`src/rtl/n_down_counter.sv`:
```
// n_down_counter: multi-digit radix-N down counter with clamped preset load.
// Ports: clock/reset, clear, load+preset, count -> q, zero, bo, done pulse.
module n_down_counter #(
  parameter int RADIX  = 10,
  parameter int WIDTH  = 4,
  parameter int DIGITS = 2,
  parameter bit WRAP   = 1'b1
) (
  input  logic                    clock,
  input  logic                    reset,
  input  logic                    clear,
  input  logic                    load,
  input  logic [DIGITS*WIDTH-1:0] preset,
  input  logic                    count,
  output logic                    bo,
  output logic [DIGITS*WIDTH-1:0] q,
  output logic                    zero,
  output logic                    done
);

  localparam int N = DIGITS * WIDTH;
  localparam logic [WIDTH-1:0] MAXD = WIDTH'(RADIX - 1);
  localparam logic [WIDTH:0]   RAD  = (WIDTH+1)'(RADIX);
  localparam logic [N-1:0]     ONE  = N'(1);

  logic [N-1:0]     dec;
  logic [N-1:0]     pre;
  logic             brw;
  logic [WIDTH-1:0] d;
  logic [WIDTH-1:0] p;
  logic             dec_en;

  assign zero   = (q == '0);
  assign dec_en = count & ~reset & ~clear & ~load;
  assign bo     = dec_en & zero;

  // Borrow ripples up through digits that are currently zero.
  always_comb begin
    dec = q;
    brw = 1'b1;
    d   = '0;
    for (int k = 0; k < DIGITS; k++) begin
      d = q[k*WIDTH +: WIDTH];
      if (brw)
        dec[k*WIDTH +: WIDTH] = (d == '0) ? MAXD : d - 1'b1;
      brw = brw & (d == '0);
    end
    if (zero && !WRAP)
      dec = q;
  end

  always_comb begin
    pre = '0;
    p   = '0;
    for (int k = 0; k < DIGITS; k++) begin
      p = preset[k*WIDTH +: WIDTH];
      pre[k*WIDTH +: WIDTH] = ({1'b0, p} >= RAD) ? MAXD : p;
    end
  end

  always_ff @(posedge clock) begin
    if (reset) begin
      q    <= '0;
      done <= 1'b0;
    end else if (clear) begin
      q    <= '0;
      done <= 1'b0;
    end else if (load) begin
      q    <= pre;
      done <= 1'b0;
    end else if (count) begin
      q    <= dec;
      done <= (q == ONE);
    end else begin
      done <= 1'b0;
    end
  end

endmodule

```
`config.mk`:
```
export PLATFORM = sky130hd
export DESIGN_NAME = n_down_counter
export DESIGN_NICKNAME = d
export VERILOG_FILES = /design/src/rtl/n_down_counter.sv
export SDC_FILE = /design/constraint.sdc
export NUM_CORES = 1
export LEC_CHECK = 0
export ABC_CLOCK_PERIOD_IN_PS = 2400
export CAP_MARGIN = 20
export CELL_PAD_IN_SITES_DETAIL_PLACEMENT = 1
export CELL_PAD_IN_SITES_GLOBAL_PLACEMENT = 2
export CORE_MARGIN = 3
export CORE_UTILIZATION = 22
export DETAILED_ROUTE_END_ITERATION = 10
export GPL_TIMING_DRIVEN = 0
export PLACE_DENSITY = 0.79
export SLEW_MARGIN = 30
export SYNTH_ARGS = -nofsm -noshare
export SYNTH_HDL_FRONTEND = slang
export SYNTH_SLANG_ARGS = --single-unit
export TNS_END_PERCENT = 30
```
`constraint.sdc`:
```
create_clock -name clock -period 2.4 [get_ports clock]
set_input_delay 0.48 -clock clock [delete_from_list [all_inputs] [get_ports clock]]
set_output_delay 0.48 -clock clock [all_outputs]
set_load 0.01 [all_outputs]
```
# Word-level counts from Yosys, hierarchy flattened
# Index checks and enable logic that the tools add are counted.
totals:
  romBits: 0
  ramBits: 0
  memories: 0
  latchBits: 0
  reg_bits: 9
op_classes:
  add_sub_neg: 2
  bitwise: 8
  multipliers: 0
  n_eq_ne: 1
  mux: 7
  n_shift: 0
  reduce_logical: 8
  magnitude_cmp: 2
  n_div: 0
ops:
  columns: ["cell", "n"]
  rows:
  - ["4-bit 2-to-1 mux", 5]
  - ["8-bit 2-to-1 mux", 2]
  - ["8-bit by 1-bit == test with 1-bit output (second input constant)", 1]
  - ["4-bit >= comparator (second input constant)", 2]
  - ["4-bit zero test", 2]
  - ["8-bit zero test", 1]
  - ["4-bit by 1-bit subtractor with 4-bit output (second input constant)", 2]
  - ["1-bit bitwise AND", 4]
  - ["1-bit NOT", 4]
  - ["2-bit nonzero test", 2]
  - ["4-bit OR reduction", 1]
  - ["2-bit AND reduction", 1]
  - ["2-bit OR reduction", 1]

# Depth between registers and ports, before layout
logic_depth:
  word_depth: 5
  ltp_mapped: 4
  mapped_depth_nobuf: 3

# Least setup slack after synthesis
# OpenSTA, ideal clock, no wires.
synth_timing:
  kind: "input -> output"
  startpoint: "input port load"
  endpoint: "output port bo"
  path_buffers: 1
  t_arrival_ns: 1.631
  setup_slack_ns: 0.289
  required_ns: 1.920
  stages: 4
  path_cell_list: "clkbuf_1 > or3_1 > or3_1 > nor3_1"
synth_between:
  elab_chain_len: 3
synth_lines:
  columns: ["item", "line_no", "source"]
  rows:
  - ["start: declaration", "12", "input logic load,"]
  - ["1-bit NOT", "34", "assign dec_en = count & ~reset & ~clear & ~load;"]
  - ["1-bit bitwise AND", "34", null]
  - ["1-bit bitwise AND", "35", "assign bo = dec_en & zero;"]
  - ["end: declaration", "15", "output logic bo,"]
# No other way between the ends.

# Final worst setup path
layout_timing:
  startpoint: "input port count"
  endpoint: "output port bo"
layout_between:
  elab_chain_len: 4
layout_lines:
  columns: ["item", "line_no", "source"]
  rows:
  - ["start: declaration", "14", "input logic count,"]
  - ["1-bit bitwise AND (3 in a row)", "34", null]
  - ["1-bit bitwise AND", "35", null]
# No other way between the ends.

==> summary.md <==
| Metric | Value |
|---|---|
| Max-Cap Viols | 0 |
| Synth unique cells | 35 |
| DR WL/cell | 14.9 um |
| Reg2Reg Capture Point | q[4] |
| Overall routed net length | 1810 um |
| Commonest non-fill, non-tap cell in the layout | clkdlybuf4s50_1 |
| Initial Utilization | 24.1% |
| Post-route cell area | 846 sq um |
| Ys Warns | 0 |
| Total core area | 2300 sq um |
| Critical Path, Cell by Cell | clkdlybuf4s50_1, or3b_4, nor3_1, buf_2 |
| Final Hold Viols | 0 |
| Leakage | 0.320 nW |
| Top cell type's share of synthesized area | 32.5% |
| # IOs | 24 |
| Peak supply drop | 0.189 mV |
| Synth area leader | dfxtp_1 |
| Sequential fraction of the synthesis area | 32.5% |
| Flop2flop setup slack | 640 ps |
| Buffers on Ports | 22 |
| Largest net degree at the start of global routing | 11 |
| Via density per instance | 5.06 |
| Status | complete, no violations |
| Placed Area | 810 sq um |
| Slew margin rel. | 48.4% |
| Required time worst endpoint | 1920 ps |
| Vias in the first global route | 621 |
| Crit path max-delay family | buffers and inverters |
| CP Max Fanout | 8 |
| Post-detail-place hpwl | 1360 um |
| Top_reg_cell synth | dfxtp_1 |
| DRT iter0 DRCs | 8 |
| Hold depth | 2 |
| Most frequent cells in the layout | clkdlybuf4s50_1 (18), dfxtp_1 (6), inv_1 (5) |
| Max Clock Freq | 0.437 GHz |
| Die ar. | 3160 sq um |
| TritonCTS buffer count | 3 |
| Tcrit/Tclk final | 95.4% |
| Reg2reg start | q[0] |
| WHS Endpoint | q[2] |
| Worst-path clk slew | 80 ps |
| FP Rows | 17 |
| Via count | 612 |
| Hold Path Class | flop to flop |
| Post-synth EDFFs | 0 |
| Post-Syn Area per Cell | 8.40 sq um |
| Asr flop ratio synth | 0% |
| DRC | 0 |
| Layout Skew | 7.87 ps |
| Placed insts | 116 |
| Top cells by area, synth | dfxtp_1 (33%), a21boi_0 (4.1%), or4_4 (4.1%) |
| Cell Count, Final, Fillers Out | 121 |
| Clock Latency Late Sink | 270 ps |
| Die height | 56.2 um |
| CTS H-tree lvls | 1 |
| CTS sink cnt | 9 |
| Critical Path End Type | output pin |
| Initial antenna violation count | 0 |
| Buf/Inv on CP | 2 |
| Cells after synthesis | 66 |
| Root buffer cell | clkbuf_4 |
| Min cycle time layout | 2290 ps |
| ANT cells | 0 |
| Max Slew Vio Count | 0 |
| Nets | 107 |
| CTS max path bufs | 2 |
| Die Width | 56.2 um |
| Crit path launch type | primary input |
| Final ANT Viol Nets | 0 |
| Pre-antenna DRT Iters | 4 |
| Layout cells sized above 1 | 19.4% |
| Synth Register Bits | 9 |
| Cts hold-fix bufs | 0 |
| Worst-margin pin slew | 763 ps |
| Final Wtd Congestion | 0.786 |
| Unrepaired setup endpoints after global routing | no |
| Final setup fails | 0 |
| TritonCTS clock tree | built |
| Worst hold start | q[3] |
| Critical path class | primary input to output pin |
| FF-to-FF path depth | 3 |
| Synth Cell Area | 554 sq um |
| Synth-to-Final Area Change | 52.6% |
| Gr usage total | 11.8% |
| Synth Net Count | 79 |
| CP max-delay cell | clkdlybuf4s50_1 |
| Power per cell area | 474 nW/um^2 |
| Slowest cell delay on critical path | 540 ps |
| CP Data Arrival Time | 1810 ps |
| First-pass GRT wire length | 2960 um |
| Remaining Overflow, GRT | 0 |
-- sequential cells by signal (all words and copies together) (netlist names) --
| signal | count |
|---|---|
| done | 1 |
| q | 8 |
-- through the flow --
step	setup TNS (ps)	worst slack (ps)	total power, mW	hold slack [ps]	util (%)
6_report	0	110	0.401	517	36.8
3_3_place_gp	-547	-445	0.274	537	35.2
4_1_cts	0	10.5	0.405	523	36.9
5_1_grt	0	57.0	0.424	570	36.8
3_5_place_dp	-593	-484	0.274	542	35.2
2_1_floorplan	0	289	0.222	524	-
-- layer usage --
metal | vias up | routed length (um) | global-route usage, %
met2 | 17 | 786 | 17.5
met1 | 284 | 905 | 16.2
li1 | 307 | - | -
met5 | - | 0 | 0
met3 | 4 | 96 | 2.78
met4 | 0 | 16 | 5.08
-- area by class of cell --
type | instances | area [sq um]
Fill cell | 290 | 1450
Multi-Input combinational cell | 49 | 352
Timing Repair Buffer | 24 | 223
Sequential cell | 9 | 184
Tap cell | 28 | 35.0
Clock buffer | 4 | 26.3
Inverter | 5 | 18.8
Buffer | 2 | 7.51
-- worst min-delay path: stages (launching register included) --
cell      delay (ps)
dfxtp_2          360
nand2_1           60
a211oi_1          50
-- power breakdown --
part	switching, mW	internal, mW	leakage (nW)
clock	0.0644	0.0642	0.0150
sequential	0.00991	0.156	0.0747
combinational	0.0470	0.0593	0.230
-- synthesized netlist by cell type (3+ instances only) --
library cell	n
nand2_1	3
a21boi_0	3
inv_1	5
dfxtp_1	9
nor2_1	4
a21oi_1	4
clkbuf_1	3
-- kinds of logic after synthesis --
kind of cell / Yosys count / share of synthesized area [%]
buffers and inverters: 8 / 5.42
AO/OA/AOI/OAI: 21 / 27.5
AND/OR/NAND/NOR: 26 / 31.4
flip-flops: 9 / 32.5
XOR/XNOR: 2 / 3.16
-- timing repair --
item,4_1_cts,5_1_grt
endpoints found under the setup margin,2,2
setup buffers,2,0
pin swaps,3,0
gates resized for setup,12,3
-- worst max path at each step --
stage	end	cells past startpoint	slack [ps]	startpoint
3_3_place_gp	bo	5	-450	reset
4_1_cts	zero	4	10	q[4]
5_1_grt	zero	4	60	q[4]
6_report	bo	4	110	count
2_1_floorplan	bo	4	290	load
3_5_place_dp	bo	5	-480	reset
(Power assumes the default switching activity.)
